**config.mk**
```make
export PLATFORM = sky130hd
export DESIGN_NAME = rv_sync_fifo
export DESIGN_NICKNAME = d
export VERILOG_FILES = /design/src/rtl/rv_sync_fifo.sv
export SDC_FILE = /design/constraint.sdc
export NUM_CORES = 1
export LEC_CHECK = 0
export ABC_AREA = 1
export BUFFER_PORTS_ARGS = -buffer_cell sky130_fd_sc_hd__buf_2
export CORE_ASPECT_RATIO = 0.6
export CORE_MARGIN = 2
export CORE_UTILIZATION = 57
export DETAILED_ROUTE_END_ITERATION = 12
export PLACE_DENSITY = 0.83
export SYNTH_ARGS = -nofsm -noshare
export SYNTH_HDL_FRONTEND = slang
export SYNTH_SLANG_ARGS = --single-unit
```
**constraint.sdc**
```tcl
create_clock -name clk -period 2.1 [get_ports clk]
set_input_delay 0.105 -clock clk [delete_from_list [all_inputs] [get_ports clk]]
set_output_delay 0.105 -clock clk [all_outputs]
set_load 0.05 [all_outputs]
```
**src/rtl/rv_sync_fifo.sv**
```systemverilog
// Ready/valid first-word-fall-through FIFO between the register slices and the slave stage.
// m_ready and s_valid come only from registered pointers, so no combinational path crosses it.
module rv_sync_fifo #(
  parameter int unsigned WIDTH    = 8,
  parameter int unsigned DEPTH    = 4,
  parameter int unsigned AF_LEVEL = 3
) (
  input  logic                     clk,
  input  logic                     rst,
  input  logic                     m_valid,
  input  logic [WIDTH-1:0]         m_data,
  output logic                     m_ready,
  output logic                     s_valid,
  output logic [WIDTH-1:0]         s_data,
  input  logic                     s_ready,
  output logic [$clog2(DEPTH):0]   count,
  output logic                     almost_full
);

  localparam int unsigned AW = $clog2(DEPTH);
  localparam logic [AW:0] AfLevel = (AW+1)'(AF_LEVEL);

  // Pointers carry one extra MSB so full and empty are distinguishable.
  logic [AW:0]      wr_ptr_q, wr_ptr_d;
  logic [AW:0]      rd_ptr_q, rd_ptr_d;
  logic [AW:0]      count_q, count_d;
  logic [WIDTH-1:0] mem [DEPTH];

  logic [AW-1:0] wr_addr, rd_addr;
  logic          empty, full;
  logic          push, pop;

  assign wr_addr = wr_ptr_q[AW-1:0];
  assign rd_addr = rd_ptr_q[AW-1:0];

  assign empty = (wr_ptr_q == rd_ptr_q);
  assign full  = (wr_addr == rd_addr) && (wr_ptr_q[AW] != rd_ptr_q[AW]);

  assign m_ready = !full;
  assign s_valid = !empty;

  assign push = m_valid && m_ready;
  assign pop  = s_valid && s_ready;

  always_comb begin
    wr_ptr_d = wr_ptr_q;
    rd_ptr_d = rd_ptr_q;
    count_d  = count_q;
    if (push) begin
      wr_ptr_d = wr_ptr_q + 1'b1;
    end
    if (pop) begin
      rd_ptr_d = rd_ptr_q + 1'b1;
    end
    unique case ({push, pop})
      2'b10:   count_d = count_q + 1'b1;
      2'b01:   count_d = count_q - 1'b1;
      default: count_d = count_q;
    endcase
  end

  always_ff @(posedge clk) begin
    if (rst) begin
      wr_ptr_q <= '0;
      rd_ptr_q <= '0;
      count_q  <= '0;
    end else begin
      wr_ptr_q <= wr_ptr_d;
      rd_ptr_q <= rd_ptr_d;
      count_q  <= count_d;
    end
  end

  // Storage is never cleared; a beat arriving during reset is dropped.
  always_ff @(posedge clk) begin
    if (push && !rst) begin
      mem[wr_addr] <= m_data;
    end
  end

  assign s_data      = s_valid ? mem[rd_addr] : '0;
  assign count       = count_q;
  assign almost_full = (count_q >= AfLevel);

endmodule
```
==> impl_metrics.toml <==
[placed_design]
dpl.hpwl_um = 2662
numPlacedInstances = 271
place_ws_ns = 0.09380
gp_routability_congestion = 0.7463
placement.io_buffers = 25

[floorplan]
coreArea_mm2 = 0.003343
die_height_um = 50.35
die_area_mm2 = 0.004091
die_width_um = 81.25
num_io_pins = 26
start_util_pct = 61.04
standard_cell_rows = 16

[logic_synthesis]
syn_area_mm2 = 0.002041
synth-compound-area-share_pct = 10.55
post_synth_num_cell_types = 21
post_synth_inst_count = 200
post_synth_fa_ha_maj_area_fraction_pct = 4.660
post_synth_xor_area_fraction_pct = 0
synthesis.nets = 219
synth-seq-cells = 43
share_of_cell_area_taken_by_muxes_after_synthesis_pct = 0
synth_simple_gate_area_share_pct = 18.39
main_combinational_cell_family_by_area_after_synthesis = "simple AND/OR/NAND/NOR gates"
seq_area_frac_synth_pct = 57.88
ys.warnings.count = 0
post_synth.cell_area_avg_um2 = 10.20

[clock_tree]
cts_buffers = 5
htree_num_levels = 2
clk_transition_reported_paths_ns = 0.08
clock-root-buffer = "sky130_fd_sc_hd__clkbuf_8"
insertion_delay_ns = 0.30
cts.sink_count = 43
cts_buffer_depth = 2
tritoncts = "done"

[hold_path]
min-delay-path-class = "in2reg"
min_from = "m_data[0]"
worstHoldPathCells = 1
min_delay_worst_endpoint = "mem[0][0]"

[final_layout]
stdcell_count = 280
diodes = 0
final_nets = 253
layout_common_cells = "sky130_fd_sc_hd__nor2_1, sky130_fd_sc_hd__edfxtp_1, sky130_fd_sc_hd__buf_2"
n_fill_cell = 241
post_route_cells_drive_above_1_share_pct = 34.89
most_common_cell_after_layout_fill_and_taps_aside = "sky130_fd_sc_hd__nor2_1"
syn_to_final_growth_pct = 14.10
fin_util_pct = 69.65

[sta]
final_period_minus_worst_setup_slack_ns = 1.890
drv_slew = 0
hold-worst-slack_ns = 0.02180
clock-skew-final_ns = 0.004285
fmax_mhz = 529.2
final.setup.worst_slack_ns = 0.2102
tns_ns = 0
timing.final.setup_violations = 0
worst_slew_margin_rel_pct = 65.75
layout_worst_path_cycle_share_pct = 89.99
hold_viol = 0
rsz_0062_raised_after_global_routing = "false"
tightestPinTransition_ns = 0.5130

[critical_path]
crit_slowest_cell = "sky130_fd_sc_hd__dfxtp_2"
worst_setup_path_end_kind = "flop"
reg2regPathDepth = 12
timing.critical_path.buf_inv = 2
worst_ep_required_time_ns = 2.30
worst_ep_arrival_time_ns = 2.09
r2r-end = "count[2]"
path_depth = 12
worst_setup_path_start_kind = "flop"
regToRegSetupSlack_ns = 0.21
crit_path_cell_trace = "inv_2 > nand2_1 > nand2_2 > nand3_4 > nand2_1 > ha_1 > inv_1 > fa_2 > nand2_1 > nand3_1 > o21ai_0 > a21oi_1"
crit_path_frequent_cell = "sky130_fd_sc_hd__nand2_1"
critPathKind = "reg2reg"
worstPathMaxFanout = 8
cpPeakStageDelay_ns = 0.36
rr_startpoint = "wr_ptr_q[1]"
worst_path_dominant_cell_family = "simple AND/OR/NAND/NOR gates"

[pwr]
power_per_cell_area_mw_per_mm2 = 991.8
static-leakage-power_uw = 0.0009934
peakVddDrop_mv = 0.6186

[routing]
detail_route.wl_per_cell_um = 13.61
dr_total_vias = 1415
antenna_violating_nets_post_route = 0
dr.pass1.iters = 5
routed_wirelength_um = 3810
number_of_remaining_drc_errors = 0
first_iter_violations = 92
viasPerCell = 5.054

[grt]
first_global_vias = 1247
grt_overflow = 0
antenna_violations_before_repair = 0
grt_first_pass_wirelength_um = 6320
grt_usage_pct = 22.16
grt_max_degree = 17

[status]
outcome = "completed"

[job]
max_cap_violations = 0
==> metal layers <==
| metal | track usage [%] | up-vias | part of all wire [%] | wire, µm |
|---|---|---|---|---|
| met2 | 31.13 | 32 | 45 | 1732 |
| met1 | 32.77 | 658 | 48 | 1819 |
| met4 | 9.605 | 0 | 1.5 | 58 |
| met3 | 5.396 | 8 | 5.2 | 199 |
| li1 | - | 717 | - | - |
| met5 | 0 | - | 0 | 0 |
==> area by class of cell <==
cell class / count / area [µm²] / area share, %
Multi-Input combinational cell: 122 / 688.2 / 29.55
Tap cell: 45 / 56.30 / 2.418
Clock inverter: 3 / 38.79 / 1.666
Clock buffer: 5 / 68.82 / 2.955
Timing Repair Buffer: 32 / 177.7 / 7.630
Inverter: 30 / 112.6 / 4.836
Sequential cell: 43 / 1186 / 50.94
==> power breakdown <==
part	switching, µW	internal [µW]
Clock	276	348
Sequential	44.5	959
Combinational	496	185
==> Yosys cell counts <==
library cell               instances  share of area (%)
sky130_fd_sc_hd__nand3_2           1               0.49
sky130_fd_sc_hd__clkinv_1          1               0.18
sky130_fd_sc_hd__nand2_2          13                4.0
sky130_fd_sc_hd__inv_1            18                3.3
sky130_fd_sc_hd__edfxtp_1         32                 47
sky130_fd_sc_hd__fa_1              1               0.98
sky130_fd_sc_hd__o21ai_0          18                4.4
sky130_fd_sc_hd__o21ai_2           8                3.4
sky130_fd_sc_hd__inv_2            11                2.0
sky130_fd_sc_hd__buf_12            1               0.98
sky130_fd_sc_hd__o21ai_1           2               0.49
sky130_fd_sc_hd__buf_4             1               0.37
sky130_fd_sc_hd__buf_6             3                1.7
sky130_fd_sc_hd__nand3_1           7                1.7
sky130_fd_sc_hd__nor2_1           35                6.4
sky130_fd_sc_hd__nand3_4           2                1.7
sky130_fd_sc_hd__a21oi_1           9                2.2
sky130_fd_sc_hd__nand2_4           1               0.55
sky130_fd_sc_hd__dfxtp_1          11                 11
sky130_fd_sc_hd__nand2_1          19                3.5
sky130_fd_sc_hd__ha_1              6                3.7
==> worst max path at each step <==
| stage | from | slack (ns) | to |
|---|---|---|---|
| after CTS | wr_ptr_q[1] | 0.07 | count[2] |
| after detailed placement | wr_ptr_q[1] | 0.09 | count[2] |
| after global routing | wr_ptr_q[1] | 0.05 | count[2] |
| after global placement | wr_ptr_q[0] | 0.22 | count[2] |
| after floorplan | count[0] | 0.07 | almost_full |
| final | wr_ptr_q[1] | 0.21 | count[2] |
==> state kept, by name, indices dropped and copies added (netlist names), named ones only <==
name	count
count	3
mem	32
rd_ptr_q	3
wr_ptr_q	3
==> repair_timing <==
item | 4_1_cts | 5_1_grt
gates resized for setup | 0 | 7
setup buffers | 0 | 1
setup endpoints to repair | 0 | 1
hold buffers | 0 | 0
==> through the flow <==
stage | cell area [µm²] | total power, µW
2_1_floorplan | 2041 | 1576
3_3_place_gp | 2206 | 1678
3_5_place_dp | 2206 | 1699
4_1_cts | 2313 | 2318
5_1_grt | 2328 | 2422
6_report | 2328 | 2309
==> cell families after synthesis <==
kind of cell,after synthesis
flip-flops,43
adder cells (fa/ha/maj),7
AND/OR/NAND/NOR,78
buffers and inverters,35
AO/OA/AOI/OAI,37
Note: power is estimated with default switching activity, not from simulation.
